$ cat config.mk
export PLATFORM = sky130hd
export DESIGN_NAME = sdram_lowpower_ctrl
export DESIGN_NICKNAME = d
export VERILOG_FILES = /design/src/rtl/sdram_lowpower_ctrl.sv
export SDC_FILE = /design/constraint.sdc
export NUM_CORES = 1
export LEC_CHECK = 0
export ABC_AREA = 1
export ABC_CLOCK_PERIOD_IN_PS = 3400
export CAP_MARGIN = 20
export CORE_MARGIN = 4
export CORE_UTILIZATION = 45
export DETAILED_ROUTE_END_ITERATION = 8
export MAX_ROUTING_LAYER = met4
export PLACE_DENSITY = 0.69
export SETUP_SLACK_MARGIN = 0.5
export SYNTH_ARGS = -nofsm -noshare
export SYNTH_HDL_FRONTEND = slang
export SYNTH_SLANG_ARGS = --single-unit
$ cat constraint.sdc
create_clock -name sys_clk -period 3.4 [get_ports sys_clk]
set_input_delay 0.34 -clock sys_clk [delete_from_list [all_inputs] [get_ports sys_clk]]
set_output_delay 0.34 -clock sys_clk [all_outputs]
set_load 0.005 [all_outputs]
$ cat src/rtl/sdram_lowpower_ctrl.sv
// Low-power sequencer: precharge-all, then self-refresh or precharge power-down,
// hold while requested, exit with recovery delay. Outputs are registered from the next state.
module sdram_lowpower_ctrl #(
    parameter int unsigned ADDR_W    = 12,
    parameter int unsigned BA_W      = 2,
    parameter int unsigned T_RP      = 2,
    parameter int unsigned T_CKE_MIN = 4,
    parameter int unsigned T_XSR     = 8,
    parameter int unsigned T_XP      = 2,
    parameter int unsigned CNT_W     = 16
) (
    input  logic              sys_clk,
    input  logic              sys_rst,
    input  logic              sdram_init,
    input  logic              lp_req,
    input  logic              lp_mode,
    output logic              lp_ack,
    output logic              lp_done,
    output logic              busy,
    output logic [CNT_W-1:0]  lp_cycles,
    output logic              sdram_cke,
    output logic [3:0]        sdram_cmd,
    output logic [BA_W-1:0]   sdram_ba,
    output logic [ADDR_W-1:0] sdram_addr
);

    localparam logic [3:0] CMD_NOP = 4'b0111;
    localparam logic [3:0] CMD_PRE = 4'b0010;
    localparam logic [3:0] CMD_AR  = 4'b0001;

    localparam int unsigned T_MAX0 = (T_RP > T_XSR) ? T_RP : T_XSR;
    localparam int unsigned T_MAX  = (T_MAX0 > T_XP) ? T_MAX0 : T_XP;
    localparam int unsigned WAIT_W = $clog2(T_MAX + 1);

    localparam logic [ADDR_W-1:0] A10_MASK  = ADDR_W'(1) << 10;
    localparam logic [CNT_W-1:0]  CKE_MIN_C = CNT_W'(T_CKE_MIN);
    localparam logic [WAIT_W-1:0] TRP_LOAD  = WAIT_W'((T_RP > 1) ? (T_RP - 2) : 0);
    localparam logic [WAIT_W-1:0] XSR_LOAD  = WAIT_W'(T_XSR - 1);
    localparam logic [WAIT_W-1:0] XP_LOAD   = WAIT_W'(T_XP - 1);

    typedef enum logic [2:0] {
        S_IDLE, S_PRE, S_TRP, S_ENTER, S_HOLD, S_EXIT, S_DONE
    } state_t;

    state_t              r_state;
    logic                r_mode;
    logic [WAIT_W-1:0]   r_wait;
    logic [CNT_W-1:0]    r_cnt;
    logic [CNT_W-1:0]    r_lp_cycles;
    logic                r_ack;
    logic                r_done;
    logic                r_busy;
    logic                r_cke;
    logic [3:0]          r_cmd;
    logic [ADDR_W-1:0]   r_addr;

    logic [CNT_W-1:0]    w_cnt_inc;

    // Residency counter saturates instead of wrapping
    assign w_cnt_inc = (r_cnt == {CNT_W{1'b1}}) ? r_cnt : r_cnt + CNT_W'(1);

    always_ff @(posedge sys_clk) begin
        if (sys_rst) begin
            r_state     <= S_IDLE;
            r_mode      <= 1'b0;
            r_wait      <= '0;
            r_cnt       <= '0;
            r_lp_cycles <= '0;
            r_ack       <= 1'b0;
            r_done      <= 1'b0;
            r_busy      <= 1'b0;
            r_cke       <= 1'b1;
            r_cmd       <= CMD_NOP;
            r_addr      <= '0;
        end else begin
            r_cmd  <= CMD_NOP;
            r_addr <= '0;
            r_done <= 1'b0;
            case (r_state)
                S_IDLE: begin
                    if (lp_req && sdram_init) begin
                        r_mode  <= lp_mode;
                        r_state <= S_PRE;
                        r_cmd   <= CMD_PRE;
                        r_addr  <= A10_MASK;
                        r_busy  <= 1'b1;
                    end
                end
                S_PRE: begin
                    if (T_RP == 1) begin
                        r_state <= S_ENTER;
                        r_cke   <= 1'b0;
                        r_cmd   <= r_mode ? CMD_NOP : CMD_AR;
                        r_cnt   <= CNT_W'(1);
                    end else begin
                        r_state <= S_TRP;
                        r_wait  <= TRP_LOAD;
                    end
                end
                S_TRP: begin
                    if (r_wait == '0) begin
                        r_state <= S_ENTER;
                        r_cke   <= 1'b0;
                        r_cmd   <= r_mode ? CMD_NOP : CMD_AR;
                        r_cnt   <= CNT_W'(1);
                    end else begin
                        r_wait <= r_wait - WAIT_W'(1);
                    end
                end
                S_ENTER: begin
                    r_state <= S_HOLD;
                    r_ack   <= 1'b1;
                    r_cnt   <= w_cnt_inc;
                end
                S_HOLD: begin
                    // Release only once the CKE-low minimum has been honoured
                    if (!lp_req && (r_cnt >= CKE_MIN_C)) begin
                        r_state     <= S_EXIT;
                        r_cke       <= 1'b1;
                        r_ack       <= 1'b0;
                        r_lp_cycles <= r_cnt;
                        r_wait      <= r_mode ? XP_LOAD : XSR_LOAD;
                    end else begin
                        r_cnt <= w_cnt_inc;
                    end
                end
                S_EXIT: begin
                    if (r_wait == '0) begin
                        r_state <= S_DONE;
                        r_done  <= 1'b1;
                    end else begin
                        r_wait <= r_wait - WAIT_W'(1);
                    end
                end
                S_DONE: begin
                    r_state <= S_IDLE;
                    r_busy  <= 1'b0;
                end
                default: begin
                    r_state <= S_IDLE;
                    r_cke   <= 1'b1;
                    r_ack   <= 1'b0;
                    r_busy  <= 1'b0;
                end
            endcase
        end
    end

    assign lp_ack     = r_ack;
    assign lp_done    = r_done;
    assign busy       = r_busy;
    assign lp_cycles  = r_lp_cycles;
    assign sdram_cke  = r_cke;
    assign sdram_cmd  = r_cmd;
    assign sdram_ba   = '0;
    assign sdram_addr = r_addr;

endmodule

## Yosys cells after proc, flatten, opt, wreduce, memory -nomap -nowiden

Cells that the tools add are included.

| storage, ports and cells | value |
|---|---|
| flip-flop bits (word level) | 60 |
| bits of input ports | 5 |
| output and inout port bits | 38 |
| word-level logic and storage cells | 79 |

| operators by class | value |
|---|---|
| $add $sub $neg | 2 |
| magnitude comparators | 1 |
| eq/ne operators | 13 |
| mux-type cells | 26 |
| bitwise operators | 5 |
| reductions and logical operators | 21 |

Operator list:

| kind | number |
|---|---|
| $mux 16 | 3 |
| $pmux 16 s3 | 1 |
| $mux 3 | 8 |
| $pmux 3 s6 | 1 |
| $add 16x1->16 const B | 1 |
| $eq 16x16->1 const B | 1 |
| $ge 16x3->1 const B | 1 |
| $reduce_or 5->1 | 3 |
| $ne 2x2->1 const B | 6 |
| $pmux 4 s3 | 1 |
| $mux 11 | 1 |
| $eq 3x3->1 const B | 3 |
| $reduce_and 3->1 | 3 |
| $mux 4 | 2 |
| $reduce_and 2->1 | 4 |
| $eq 3x2->1 const B | 2 |
| $pmux 1 s3 | 2 |
| $pmux 3 s2 | 1 |
| $reduce_bool 3->1 | 2 |
| $reduce_or 2->1 | 3 |
| $mux 1 | 5 |
| $not 1->1 | 5 |
| $logic_not 4->1 | 1 |
| $reduce_and 4->1 | 1 |
| other kinds (6) | 7 |

## Depth between registers and ports, before layout

| depth | value |
|---|---|
| depth in word-level cells | 4 |
| gate-level depth with buffers | 10 |

## Worst setup path before layout

Ideal clock, no wire load.

| path | value |
|---|---|
| path type | register to register |
| from | register r_cnt[0] |
| to | register r_cnt[13] |
| library setup time | 70 ps |
| arrival time | 1,460 ps |
| required time | 3,330 ps |
| slack | 1,869 ps |
| cell stages (with the launch flop) | 11 |
| buffers on the path | 1 |
| clock period less this slack | 1,531 ps |
| cells stage by stage | dfxtp_1 ha_1 nand3_2 inv_1 nand3_1 nor2_4 nor2_8 nand2_8 buf_8 nand2_1 a21oi_1 |

| on the way | value |
|---|---|
| longest elaborated chain between the ends | 4 |
| elaborated cells between the ends (all ways) | 9 |
| classes of those cells | add/sub: 1; order compare: 1; eq/ne: 2; mux: 3; reduce/logical: 2 |

Ends and longest elaborated chain:

| what | line | RTL |
|---|---|---|
| start, declared | 48 | `logic [CNT_W-1:0] r_cnt;` |
| start signal, assigned | 113 | `r_cnt <= w_cnt_inc;` |
| start signal, assigned | 124 | `r_cnt <= w_cnt_inc;` |
| $add 16x1->16, or another cell as far along | 60 | `assign w_cnt_inc = (r_cnt == {CNT_W{1'b1}}) ? r_cnt : r_cnt + CNT_W'(1);` |
| $mux 16 or $logic_and 1x1->1 (tied branches) | 60, 117 |  |
| $mux 16 or $ne 2x2->1 (tied branches) | -- |  |
| $pmux 16 s3 or $reduce_and 3->1 (tied branches) | -- |  |

Several ways; a longest one is shown, not always the timed one. The select of a mux whose other input is x is not followed.
A chain may end at the register's enable or synchronous reset.

## Worst setup path in the final report

| path | value |
|---|---|
| from | register r_cnt[12] |
| to | register r_cnt[15] |

The elaborated chain is that of the path after synthesis.

==> impl_results.md <==
- Grt ovf: 0
- Leak Pwr: ~1.2 nW
- H-tree levels: 2
- Crit. End Element: flip-flop
- Yosys cell types: 35
- GP Congestion: 0.848
- CTS sink cnt: between 40 and 50
- DRC violations left: 0
- Fill cells: roughly 580
- Vias in the first global route: between 2000 and 2500
- Largest net degree at the start of global routing: 28
- Clock root cell: clkbuf_8
- Worst hold slack: about 0.47 ns
- Pre-antenna DRT Iters: 4
- Avg WL per Cell: ~12 µm
- Post_cts resized: 0
- RSZ-0062 raised after global routing: no
- Initial Util: a little under half
- Peak VDD IR: 0.000332 V
- WL final: between 6000 and 7000 µm
- Clk pin slew, worst setup/hold paths: roughly 0.090 ns
- Final hold violations: 0
- Mean Syn Cell Area: 6.90 µm²
- Number of diodes: 0
- Yosys warning count: 0
- Post-CTS Setup Repair Bufs: 0
- Share of cells above drive strength 1: 7.71%
- Post-synth top flop: dfxtp_1
- First-pass GRT wire length: 10400 µm
- Async set-reset flop share out of synthesis: 0%
- Die W: roughly 85 µm
- Max-cap violations: 0
- PD cells: around 600 nW/µm²
- Worst-margin pin slew: approximately 0.58 ns
- Gr usage total: 17.9%
- Synth Register Bits: between 40 and 50
- DR vias: 2446
- Die area: 7280 µm²
- Gate Count Post-Synth: 390
- Register area share after synthesis: 35.7%
- CP Launch Type: flip-flop
- CTS Buffer Depth: 2
- Worst-path maximum fanout: 25
- Worst skew pair latency: 0.30 ns
- Via density: 5.02
- Worst Hold Class: reg2reg
- Port Buf Inserts: 28
- Setup_tns: 0 ns
- Clock period minus worst slack: 1.80 ns
- Max Fclk: 556 MHz
- Most common cell after layout, fill and taps aside: nand2_1
- Post-Synthesis Cell Area: approximately 2700 µm²
- CTS Buf Count: 5
- Outcome: completed
- EDFF count, synth: 0
- Slew Viols, Final: 0
- Core area: 5640 µm²
- Setup violations, final: 0
- Post-DP HPWL: about 4400 µm
- Arrival @ worst endpoint: 2.03 ns
- Slew Limit Headroom: approximately three fifths
- WP data required: between 3 and 4 ns
- Die Ht: between 80 and 90 µm
- Cell Rows: 27
- Crit share post-route: 52.9%
- CTS tree: done
- Ports: 43
- Clk_skew: ~0.0054 ns
- Post-route ant nets: 0
- Layout area overhead: 15.1%
- CTS Hold Bufs: 0
- Most frequent cells in the layout: 104 x nand2_1, 52 x nor2_1, 48 x dfxtp_1
- Initial antenna violation count: 0
- Drt initial violations: ~180
- CP Class: reg2reg
- Layout Nets: ~420
==> synth_stat cells, types with 5 or more instances <==
cell	count	area [µm²]
nand2_4	5	56.3
nand3_1	22	110
nand4_1	7	43.8
nor2_1	52	195
buf_4	15	113
clkbuf_1	5	18.8
o21ai_0	18	90.1
dfxtp_1	48	961
inv_1	32	120
o21bai_1	5	37.5
a21oi_1	36	180
nand2_1	104	390
==> critical path, cell delays in order (launching register included) <==
cell and delay [ns]:
dfxtp_1 0.39, nor2_1 0.13, nand2_1 0.06, nor2_1 0.16, nand2_1 0.13, nand3_4 0.24
inv_4 0.18, nor2_4 0.21, nand2_1 0.08, a21oi_1 0.14
==> worst paths after layout <==
path	from	end	slack, ns	cells after the start
worst min register to register	sdram_cke	sdram_cke	0.47	2
worst max-delay path	r_cnt[12]	r_cnt[15]	1.60	9
worst min-delay path	sdram_cke	sdram_cke	0.47	2
worst max register to register	r_cnt[12]	r_cnt[15]	1.60	9
==> metal layers <==
layer	part of all wire, %	GRT usage (%)	vias up	wire, µm
li1	-	-	1272	-
met1	47	23.2	1112	2830
met2	46	28.7	56	2770
met3	5.9	3.40	6	352
met4	1.0	4.60	0	61
met5	0	-	-	0
==> per-stage QoR <==
stage / instance area [µm²] / power (mW) / instances / util (%) / setup slack [ns]
after global routing: 3100 / 2.04 / 487 / 54.9 / 1.40
after floorplan: 2740 / 1.23 / 403 / - / 1.87
after global placement: 2940 / 1.35 / 479 / 52.1 / 1.55
after detailed placement: 2940 / 1.36 / 479 / 52.1 / 1.49
final: 3100 / 1.90 / 487 / 54.9 / 1.60
after CTS: 3100 / 1.92 / 487 / 54.9 / 1.60
==> power breakdown <==
part | switching [mW] | total, mW | internal (mW) | leakage [nW]
clock network | 0.192 | 0.560 | 0.368 | 0.0784
logic | 0.424 | 0.654 | 0.231 | 0.742
registers | 0.0649 | 0.689 | 0.624 | 0.389
==> flip-flops by register name (all words and copies together) (netlist names), 3 cells and up <==
| register | cells |
|---|---|
| sdram_cmd | 3 |
| lp_cycles | 16 |
| r_cnt | 16 |
| r_wait | 4 |
| r_state | 3 |
==> layout make-up <==
| type | instances | area (µm²) | area share (%) |
|---|---|---|---|
| Multi-Input combinational cell | 295 | 1470 | 47.3 |
| Clock inverter | 3 | 90.1 | 2.91 |
| Sequential cell | 48 | 961 | 31.0 |
| Clock buffer | 5 | 68.8 | 2.22 |
| Inverter | 35 | 134 | 4.32 |
| Tap cell | 72 | 90.1 | 2.91 |
| Timing Repair Buffer | 29 | 288 | 9.29 |
==> cells by family (layout without fill, tap and decap cells) <==
group                      after synthesis  after routing  synth area share (%)
buffers and inverters                   60             72                  11.6
other                                    1             14                 0.139
xor gates and xnor gates                 4              4                  1.30
DFF                                     48             48                  35.7
AOI/OAI and AO/OA                       64             64                  12.8
adders and majority gates                4              4                  1.86
and+or+nand+nor                        209            209                  36.6
Note: power is estimated with default switching activity, not from simulation.
